## src/rtl/switch_debounce_pkg.sv

```systemverilog
// switch_debounce_pkg: shared state encoding, default timing and counter sizing
package switch_debounce_pkg;
  typedef enum logic [2:0] {
    RELEASED,
    DEB_PRESS,
    HELD_DELAY,
    HELD_REPEAT,
    DEB_RELEASE
  } deb_state_t;
  localparam int DEF_N_SW = 4;
  localparam int DEF_DEB_CYCLES = 1_000_000;
  localparam int DEF_REP_EN = 1;
  localparam int DEF_REP_DELAY = 25_000_000;
  localparam int DEF_REP_PERIOD = 5_000_000;
  function automatic int cnt_width(input int deb, input int dly, input int per);
    int m;
    m = (deb > dly) ? deb : dly;
    m = (m > per) ? m : per;
    return $clog2(m + 1);
  endfunction
endpackage

```

## src/rtl/switch_debounce_ch.sv

```systemverilog
// switch_debounce_ch: one channel of synchroniser, debounce FSM and press/release/repeat pulses
module switch_debounce_ch
  import switch_debounce_pkg::*;
#(
  parameter int DEB_CYCLES = DEF_DEB_CYCLES,
  parameter int REP_EN     = DEF_REP_EN,
  parameter int REP_DELAY  = DEF_REP_DELAY,
  parameter int REP_PERIOD = DEF_REP_PERIOD
) (
  input  logic clk,
  input  logic rst,
  input  logic sw_in,
  output logic sw_level,
  output logic sw_press,
  output logic sw_release
);
  localparam int CW = cnt_width(DEB_CYCLES, REP_DELAY, REP_PERIOD);
  localparam logic [CW-1:0] DEB_T = CW'(DEB_CYCLES - 1);
  localparam logic [CW-1:0] DLY_T = CW'(REP_DELAY - 1);
  localparam logic [CW-1:0] PER_T = CW'(REP_PERIOD - 1);
  logic s1, s;
  deb_state_t state;
  logic [CW-1:0] cnt, cnt_inc;
  assign cnt_inc = (&cnt) ? cnt : cnt + 1'b1;
  // two-stage synchroniser for the asynchronous switch level
  always_ff @(posedge clk or negedge rst)
    if (!rst) {s, s1} <= 2'b00;
    else {s, s1} <= {s1, sw_in};
  // debounce FSM with registered level and single-cycle pulses
  always_ff @(posedge clk or negedge rst)
    if (!rst) begin
      state      <= RELEASED;
      cnt        <= '0;
      sw_level   <= 1'b0;
      sw_press   <= 1'b0;
      sw_release <= 1'b0;
    end else begin
      sw_press   <= 1'b0;
      sw_release <= 1'b0;
      cnt        <= cnt_inc;
      case (state)
        RELEASED: begin
          cnt <= '0;
          if (s) state <= DEB_PRESS;
        end
        DEB_PRESS:
          if (!s) state <= RELEASED;
          else if (cnt == DEB_T) begin
            state    <= HELD_DELAY;
            sw_level <= 1'b1;
            sw_press <= 1'b1;
            cnt      <= '0;
          end
        HELD_DELAY:
          if (!s) begin
            state <= DEB_RELEASE;
            cnt   <= '0;
          end else if (REP_EN != 0 && cnt == DLY_T) begin
            state    <= HELD_REPEAT;
            sw_press <= 1'b1;
            cnt      <= '0;
          end
        HELD_REPEAT:
          if (!s) begin
            state <= DEB_RELEASE;
            cnt   <= '0;
          end else if (cnt == PER_T) begin
            sw_press <= 1'b1;
            cnt      <= '0;
          end
        DEB_RELEASE:
          if (s) begin
            state <= HELD_DELAY;
            cnt   <= '0;
          end else if (cnt == DEB_T) begin
            state      <= RELEASED;
            sw_level   <= 1'b0;
            sw_release <= 1'b1;
          end
        default: state <= RELEASED;
      endcase
    end
endmodule

```

## src/rtl/switch_debounce.sv

```systemverilog
// switch_debounce: N_SW independent debounced switch channels
module switch_debounce
  import switch_debounce_pkg::*;
#(
  parameter int N_SW       = DEF_N_SW,
  parameter int DEB_CYCLES = DEF_DEB_CYCLES,
  parameter int REP_EN     = DEF_REP_EN,
  parameter int REP_DELAY  = DEF_REP_DELAY,
  parameter int REP_PERIOD = DEF_REP_PERIOD
) (
  input  logic            clk,
  input  logic            rst,
  input  logic [N_SW-1:0] sw_in,
  output logic [N_SW-1:0] sw_level,
  output logic [N_SW-1:0] sw_press,
  output logic [N_SW-1:0] sw_release
);
  for (genvar i = 0; i < N_SW; i++) begin : g_ch
    switch_debounce_ch #(
      .DEB_CYCLES(DEB_CYCLES),
      .REP_EN    (REP_EN),
      .REP_DELAY (REP_DELAY),
      .REP_PERIOD(REP_PERIOD)
    ) u_ch (
      .clk       (clk),
      .rst       (rst),
      .sw_in     (sw_in[i]),
      .sw_level  (sw_level[i]),
      .sw_press  (sw_press[i]),
      .sw_release(sw_release[i])
    );
  end
endmodule

```

## config.mk

```make
export PLATFORM = sky130hd
export DESIGN_NAME = switch_debounce
export DESIGN_NICKNAME = d
export VERILOG_FILES = /design/src/rtl/switch_debounce_pkg.sv /design/src/rtl/switch_debounce_ch.sv /design/src/rtl/switch_debounce.sv
export SDC_FILE = /design/constraint.sdc
export NUM_CORES = 1
export LEC_CHECK = 0
export ABC_AREA = 1
export CAP_MARGIN = 20
export CORE_MARGIN = 3
export CORE_UTILIZATION = 39
export CTS_BUF_LIST = sky130_fd_sc_hd__clkbuf_8
export DETAILED_ROUTE_END_ITERATION = 12
export PLACE_DENSITY = 0.54
export SYNTH_ARGS = -nofsm -noshare
export SYNTH_HDL_FRONTEND = slang
export SYNTH_SLANG_ARGS = --single-unit
export TNS_END_PERCENT = 10
```

## constraint.sdc

```tcl
create_clock -name clk -period 2.4 [get_ports clk]
set_clock_uncertainty 0.05 [all_clocks]
set_input_delay 0.72 -clock clk [delete_from_list [all_inputs] [get_ports clk]]
set_output_delay 0.72 -clock clk [all_outputs]
set_load 0.02 [all_outputs]
```

Word-level counts from Yosys, hierarchy flattened
Index checks and enable logic that the tools add are counted.
{"block": "totals", "ff_bits": 132, "latchBits": 0, "in_bits": 6, "n_memories": 0, "mem_bits_ro": 0, "wordCells": 244, "ram_bits": 0}
{"block": "classes", "mul": 0, "bitwise_logic": 0, "magnitude_cmp": 0, "n_eq_ne": 64, "div_mod_pow": 0, "shifts": 0, "n_addsub": 4, "muxes": 128, "n_reduce_logical": 20}
{"cell": "2-to-1 mux 25 bit", "count": 32}
{"cell": "case mux 25 bit (5 select lines)", "count": 4}
{"cell": "adder 25 x 1 -> 25 bit, second input constant", "count": 4}
{"cell": "equality test 25 x 20 -> 1 bit, second input constant", "count": 4}
{"cell": "equality test 25 x 23 -> 1 bit, second input constant", "count": 4}
{"cell": "equality test 25 bit, second input constant", "count": 4}
{"cell": "AND reduction 25 bit", "count": 4}
{"cell": "2-to-1 mux 3 bit", "count": 32}
{"cell": "case mux 3 bit (5 select lines)", "count": 4}
{"cell": "2-to-1 mux 1 bit", "count": 48}
{"cell": "AND reduction 5 bit", "count": 8}
{"cell": "!= test 2 x 1 -> 1 bit, second input constant", "count": 16}
{"cell": "equality test 3 x 2 -> 1 bit, second input constant", "count": 8}
{"cell": "!= test 3 bit, second input constant", "count": 8}
{"cell": "!= test 2 bit, second input constant", "count": 8}
{"cell": "equality test 3 x 1 -> 1 bit, second input constant", "count": 4}
{"cell": "equality test 3 bit, second input constant", "count": 4}
{"cell": "logical NOT 3 bit", "count": 4}
{"cell": "!= test 3 x 1 -> 1 bit, second input constant", "count": 4}
{"cell": "case mux 1 bit (3 select lines)", "count": 4}
{"cell": "case mux 1 bit (2 select lines)", "count": 4}
{"cell": "nonzero test 2 bit", "count": 4}

Logic depth before layout (Yosys ltp)
Gate-level depths: netlist (run 1).
{"block": "depth", "depth_word": 5, "depth_mapped": 12, "mapped_depth_nobuf": 12}

By module
From an unflattened synthesis (run 1), not the netlist that was laid out.
{"block": "unflattened", "hier_cells": 1383, "hier_area_um2": 9325.2}
{"module": "switch_debounce_ch at g_ch[0].u_ch ...", "cells_each": 357, "instances": 2, "seq_area_each_um2": 825.8, "area_each_um2": 2352.3}
{"module": "switch_debounce_ch at g_ch[2].u_ch", "cells_each": 352, "instances": 1, "seq_area_each_um2": 825.8, "area_each_um2": 2371.0}
{"module": "switch_debounce_ch at g_ch[3].u_ch", "cells_each": 317, "instances": 1, "seq_area_each_um2": 825.8, "area_each_um2": 2249.7}

Worst setup path before layout (run 1)
OpenSTA, ideal clock, no wires.
{"block": "synth_timing", "path_type": "register to register", "start": "reg g_ch[1].u_ch.cnt[0]", "end": "reg g_ch[1].u_ch.cnt[16]", "synth_period_minus_slack_ps": 1809, "path_slack_ps": 591, "required_ps": 2229, "path_stages_with_launch": 12, "t_arrival_ps": 1637, "path_cell_list": "dfrtp_1 -> ha_1 -> inv_1 -> nor2_8 -> nand2_4 -> nor2_8 -> nand3_2 -> o21bai_2 -> nand3_2 -> clkinv_2 -> buf_6 -> nor2_1"}
{"block": "synth_via", "elab_chain_cells": 5, "word_cells_on_any_way": 14}
{"item": "start: declaration", "line_no": "switch_debounce_ch.sv:23", "text": "logic [CW-1:0] cnt, cnt_inc;"}
{"item": "start signal: assignment", "line_no": "switch_debounce_ch.sv:40", "text": "cnt <= cnt_inc;"}
{"item": "adder 25 x 1 -> 25 bit or AND reduction 25 bit (tied branches)", "line_no": "switch_debounce_ch.sv:24", "text": "assign cnt_inc = (&cnt) ? cnt : cnt + 1'b1;"}
{"item": "2-to-1 mux 25 bit", "line_no": "switch_debounce_ch.sv:24"}
{"item": "2-to-1 mux 25 bit (on tied branches)", "line_no": "switch_debounce_ch.sv:67, switch_debounce_ch.sv:48, switch_debounce_ch.sv:58"}
{"item": "2-to-1 mux 25 bit (on tied branches)", "line_no": "switch_debounce_ch.sv:64, switch_debounce_ch.sv:47, switch_debounce_ch.sv:55"}
{"item": "case mux 25 bit (5 select lines) (*)", "line_no": "switch_debounce_ch.sv:41", "text": "case (state)"}
Mark *: on every way between the ends. The rest lies on a longest branch, timed or not.
A chain may end at the register's enable or synchronous reset.

Worst setup path after layout (run 1)
{"block": "layout_timing", "start": "reg g_ch[0].u_ch.sw_level", "end": "out sw_level[0]"}
{"item": "start: declaration", "line_no": "switch_debounce_ch.sv:13", "text": "output logic sw_level,"}
{"item": "start signal: assignment", "line_no": "switch_debounce_ch.sv:34", "text": "sw_level <= 1'b0;"}
{"item": "start signal: assignment", "line_no": "switch_debounce_ch.sv:50", "text": "sw_level <= 1'b1;"}
{"item": "start signal: assignment", "line_no": "switch_debounce_ch.sv:77", "text": "sw_level <= 1'b0;"}
{"item": "end: declaration", "line_no": "switch_debounce.sv:14", "text": "output logic [N_SW-1:0] sw_level,"}
No word-level cell between the ends.

==> run metrics, run 1 <==
Pre-antenna DRT Iters 6; crit path cell chain clkdlybuf4s50_1; share of cells above drive strength 1 0.0875; I/O Buffers 17; H-tree Lvls 4; Pwr Density 642 nW/um2; top-level I/O count 18; Arrival @ worst endpoint 1.40 ns; hold_buf cts 0; ANT cells 0; Root Driver clkbuf_8; final WL 21500 um; cell with the most instances after synthesis nand2_1; first-pass GRT wire length 37600 um; buffers plus inverters on the worst setup path 1; critical path launch point type flop; post-synthesis cell count 1304; setup violators final 0; synthesized area per cell 6.79 um2; clk_lat worst skew 0.45 ns; initial drt markers 467; die width 157 um; CTS tree built; Worst Path Required 1.63 ns; crit-path leading delay family buffers and inverters; minimum clock period 2.17 ns; core area 22100 um2; clock sinks 132; via count 8023; Tot GR Track Use 0.186; P_leak 4.39 nW; fin. max-slew vios 0; Synth cell types 43; setup total negative slack 0 ns; Post-CTS Repair Setup Buffers 0; actual slew at the worst max-slew pin 0.610 ns; maxcap violations 0; CP max FO 2; Critical Path Sink Type output pin; Synth area leaders dfrtp_1, nand2_1, nor2_1; die area 24500 um2; row cnt 54; remaining routing DRC violations 0; largest net degree at the start of global routing 47; Rel. slew slack 0.590; cts repair resizes 0; RSZ-0062 raised after global routing no; CTS clock-pin slew for the worst setup and hold paths 0.08 ns; # nets final 1334; status completed; CTS Buffer Depth 2; Slowest cell on crit path clkdlybuf4s50_1; initial cell density of the core 0.401; Core Util, Final 0.439; routed vias/inst 4.96; f_max 460 MHz; Layout Area Growth over Synthesis 9.55%; Avg WL per Cell 13.3 um; synth cell count leaders nand2_1, nor2_1, inv_1; post-route clock period utilization 0.905; Placer Congestion 0.970; Yosys top cell by area dfrtp_1; Post-synth EDFFs 0; top cell type's share of synthesized area 0.373; Power Total 6.22 mW; syn_nets 1314; CP max stage delay 0.60 ns; Final Hold Vio Count 0; sequential area share after synthesis 0.373; number of global-route vias before repair 7729; antenna violations before repair 0; top_reg_cell synth dfrtp_1; Crit Path Class reg -> out; HP Class in -> async; Num CTS Buffers 17; Antenna Nets Post-Route 0; FFs w/ async S/R, synth 1.00; dpl hpwl 16400 um; Peak VDD IR 281 uV; Yosys warning total 0; Die Y 157 um; flops & latches, synth 132; synthesized area 8850 um2; grt total ovfl 0
[sequential cells by signal, summed over array words and instances, names as in the netlist]
register and count:
g_ch.u_ch.sw_level 4, g_ch.u_ch.state 12, g_ch.u_ch.sw_press 4, g_ch.u_ch.cnt 100, g_ch.u_ch.sw_release 4, g_ch.u_ch.s1 4, g_ch.u_ch.s 4
[logic make-up after synthesis]
logic type | count (synthesis) | synth area share
simple gates | 841 | 0.438
buf+inv | 210 | 0.100
flops | 132 | 0.373
compound gates | 87 | 0.0529
xor+xnor | 30 | 0.0297
fa+ha+maj | 4 | 0.00565
[routing by layer]
| metal | vias to the layer above | global-route usage | part of all wire |
|---|---|---|---|
| met2 | 146 | 0.302 | 0.45 |
| li1 | 4201 | - | - |
| met3 | 26 | 0.0335 | 0.034 |
| met4 | 0 | 0.0496 | 0.015 |
| met1 | 3650 | 0.257 | 0.50 |
| met5 | - | 0 | 0 |
[layout make-up]
cell class | instances | area, um2
flip-flops and latches | 132 | 3300
inverters | 186 | 701
multi-input cells | 962 | 4660
repair buffers | 25 | 256
well taps | 280 | 350
clock inverters | 12 | 151
clock buffers | 20 | 275
fillers | 2332 | 12400
[power breakdown]
group          switching [mW]  total [mW]  internal (mW)  leakage, nW
sequential              0.190        2.57           2.38         1.80
clock                   0.952        2.06           1.11        0.215
combinational            1.13        1.59          0.459         2.37
[cell usage in the layout, fill, tap and decap left out, types with 4 or more instances in the layout]
cell / count
xnor2_1: 9
o21ai_0: 30
buf_4: 6
inv_2: 10
nor4_1: 10
inv_1: 173
clkinv_2: 6
clkbuf_8: 20
nand4_1: 43
o21ai_1: 7
nand2_1: 282
nor3_1: 43
nor2_2: 7
or2_2: 9
dfrtp_1: 132
nand3_2: 11
a21oi_1: 37
nor3b_1: 4
nor2_1: 281
clkdlybuf4s50_1: 16
nand2_2: 10
nand3_1: 112
nor3_2: 5
nor2_8: 4
nor2_4: 11
ha_1: 4
a31oi_1: 4
xor2_1: 21
[worst reg2reg max path, cell delays in order, from the launching register on]
cell	delay, ns
dfrtp_1	0.43
ha_1	0.22
inv_1	0.12
nor2_8	0.18
nand2_4	0.10
nor2_8	0.12
nand3_2	0.12
o21bai_2	0.14
nand3_2	0.12
clkinv_2	0.26
nor2_1	0.09
[final timing paths]
path	from	to	slack, ns	cells past startpoint
setup / recovery	g_ch[0].u_ch.sw_level$_DFFE_PN0P_	sw_level[0]	0.23	1
hold / removal	rst	g_ch[1].u_ch.cnt[9]$_DFF_PN0_	0.14	1
hold reg to reg	g_ch[3].u_ch.s1$_DFF_PN0_	g_ch[3].u_ch.s$_DFF_PN0_	0.29	0
min in group clk	g_ch[3].u_ch.s1$_DFF_PN0_	g_ch[3].u_ch.s$_DFF_PN0_	0.29	0
max in group asynchronous	rst	g_ch[3].u_ch.cnt[9]$_DFF_PN0_	1.57	2
setup reg to reg	g_ch[1].u_ch.cnt[0]$_DFF_PN0_	g_ch[1].u_ch.cnt[15]$_DFF_PN0_	0.31	10
[metrics by stage]
stage	hold slack, ns	area (um2)	instances	worst slack (ns)
after global routing	0.149	9700	1617	0.0630
after detailed placement	0.286	9270	1585	0.287
after floorplan	0.281	8850	1304	0.591
after global placement	0.282	9270	1585	0.371
after CTS	0.143	9700	1617	0.183
final	0.141	9700	1617	0.228
Power figures use the tool's default switching activity.
==> inputs of run 2 (changes only) <==
--- a/config.mk
+++ b/config.mk
@@ -10,6 +10,7 @@
 export CORE_MARGIN = 3
 export CORE_UTILIZATION = 39
 export CTS_BUF_LIST = sky130_fd_sc_hd__clkbuf_8
+export CTS_CLUSTER_SIZE = 10
 export DETAILED_ROUTE_END_ITERATION = 12
 export PLACE_DENSITY = 0.54
 export SYNTH_ARGS = -nofsm -noshare
==> results of run 2 <==
Same layout as run 1: the final DEF is identical, and so are final timing and power.
==> inputs of run 3 (changes only) <==
--- a/config.mk
+++ b/config.mk
@@ -6,7 +6,6 @@
 export NUM_CORES = 1
 export LEC_CHECK = 0
 export ABC_AREA = 1
-export CAP_MARGIN = 20
 export CORE_MARGIN = 3
 export CORE_UTILIZATION = 39
 export CTS_BUF_LIST = sky130_fd_sc_hd__clkbuf_8
==> results of run 3 <==
Same layout as run 1: the final DEF is identical, and so are final timing and power.
==> edit: new RTL, settings of run 3 <==
Set the package constant `DEF_DEB_CYCLES` to 2_000_000 (it was 1_000_000).
--- a/src/rtl/switch_debounce_pkg.sv
+++ b/src/rtl/switch_debounce_pkg.sv
@@ -8,7 +8,7 @@
     DEB_RELEASE
   } deb_state_t;
   localparam int DEF_N_SW = 4;
-  localparam int DEF_DEB_CYCLES = 1_000_000;
+  localparam int DEF_DEB_CYCLES = 2_000_000;
   localparam int DEF_REP_EN = 1;
   localparam int DEF_REP_DELAY = 25_000_000;
   localparam int DEF_REP_PERIOD = 5_000_000;
Behaviour: no difference found for any inputs over 4 cycles, from zero or initial values and one cycle with rst low; that may be too few to reach the edited logic, so the function may still have changed.
==> edit against run 3 <==
Area after synthesis decreased by 1.9%; sequential cell count stayed put; combinational power increased by 6%; maximum frequency down 2.0%; final area fell by 1.7%; sequential share of layout area increased by 0.58 points; count of clock-buffer cells in the layout unchanged; critical path type unchanged; synthesized cell count decreased by 1.4%; routed wire length increased by 5.0%; core utilization rose by 0.62 points; sequential power about the same; total power up 1.0%; critical path depth is the same; worst setup slack worse by 0.043 ns.
==> edit: results (changes against run 3) <==
placed_cell_areas_um2: 9130  # -1.6%
totalWireLength_um: 22600  # +5.0%
detailed_place_hpwl_um: 17000  # +3.6%
clkLatencyLatePin_ns: 0.47  # +0.02 ns
crit-reg2reg-launch: "g_ch[3].u_ch.cnt[0]"
placed_cells: 1563  # -1.4%
vias_per_cell: 5.13  # +3.4%
biggestRegsByFlops: "g_ch.u_ch.cnt x100, g_ch.u_ch.state x12"
worstRegToRegCells: 11  # +1
cts_repair_resize_count: 0  # unchanged
post_cts_buffers: 0  # unchanged
synthTopCellsByCount: "287 x sky130_fd_sc_hd__nand2_1, 270 x sky130_fd_sc_hd__nor2_1, 143 x sky130_fd_sc_hd__inv_1"
dr.first_iter.drc_count: 762  # +63%
synth-compound-area-share: 0.0771  # +0.0242
use_met2: 0.319  # +0.0175
cp.arrival_ns: 1.45  # +0.05 ns
synth_xor_xnor_area_share: 0.0403  # +0.0107
crit-reg2reg-capture: "g_ch[3].u_ch.cnt[5]"
dr_wl_met3_um: 978  # +32%
power.leakage_nw: 4.06  # -7.5%
met1_length_um: 10700  # about the same
synth_area_leaders: "sky130_fd_sc_hd__dfrtp_1 38%, sky130_fd_sc_hd__nand2_1 12%, sky130_fd_sc_hd__nor2_1 12%, sky130_fd_sc_hd__nand3_1 6.5%, sky130_fd_sc_hd__inv_1 6.2%"
run_status: "finished clean"
timing.critical_path.slowest_cell_delay_ns: 0.62  # +0.02 ns
ratio_of_cells_with_drive_above_1_in_the_final_layout: 0.0682  # -0.0193
hold_slack_ns: 0.0645  # -0.0764 ns
critical_path.endpoint: "sw_level[2]"
grtUsageMet1: 0.261  # +0.00367
finalWeightedCongestion: 0.942  # -2.9%
total_global_routing_track_utilization: 0.196  # +0.00953
crit_path_start: "g_ch[2].u_ch.sw_level"
grt_first_pass_wirelength_um: 38900  # +3.4%
critPathMaxFanout: 2  # unchanged
fill_cells: 2272  # -2.6%
syn-instance-count: 1286  # -1.4%
reg2reg_setup_slack_ns: 0.27  # -0.04 ns
routed_wire_length_on_met2_um: 10400  # +6.2%
route.top_layer_used: "met4"
met3_usage: 0.0373  # +0.00381
netlist-cell-type-count: 42  # -2.3%
ir_worst_vdd_uv: 345  # +23%
synth_adder_area_share: 0.00576  # +0.000111
relSlewSlack: 0.627  # +0.0373
maximum_number_of_pins_on_one_net_before_global_route_repair: 43  # -8.5%
vias_in_the_first_global_route: 8017  # +3.7%
synth-main-ff-cell: "sky130_fd_sc_hd__dfrtp_1"
detailedRoute.firstPassIterationCount: 6  # unchanged
vias: 8174  # +1.9%
ys_seq_area_frac: 0.380  # +0.00731
finalWorstSetupSlack_ns: 0.185  # -0.0434 ns
==> edit: cell count changes in the layout (fill, tap and decap cells not counted), moves of 10 or more <==
cell | before | now
sky130_fd_sc_hd__inv_1 | 173 | 146
sky130_fd_sc_hd__nor2_1 | 281 | 270
sky130_fd_sc_hd__xor2_1 | 21 | 31
sky130_fd_sc_hd__o21ai_0 | 30 | 45
sky130_fd_sc_hd__a21oi_1 | 37 | 63
==> edit: final cells by class <==
type                            instances  area share
Multi-Input combinational cell        977       0.483
Tap cell                              275      0.0361
Timing Repair Buffer                   31      0.0329
Clock buffer                           20      0.0289
Inverter                              148      0.0585
Sequential cell                       132       0.346
Clock inverter                         11      0.0143
==> edit: where the power goes <==
group          leakage [nW]  total [mW]  switching (mW)  internal [mW]
clock                 0.218        2.02           0.930           1.09
sequential             1.81        2.57           0.189           2.38
combinational          2.03        1.69            1.16          0.531
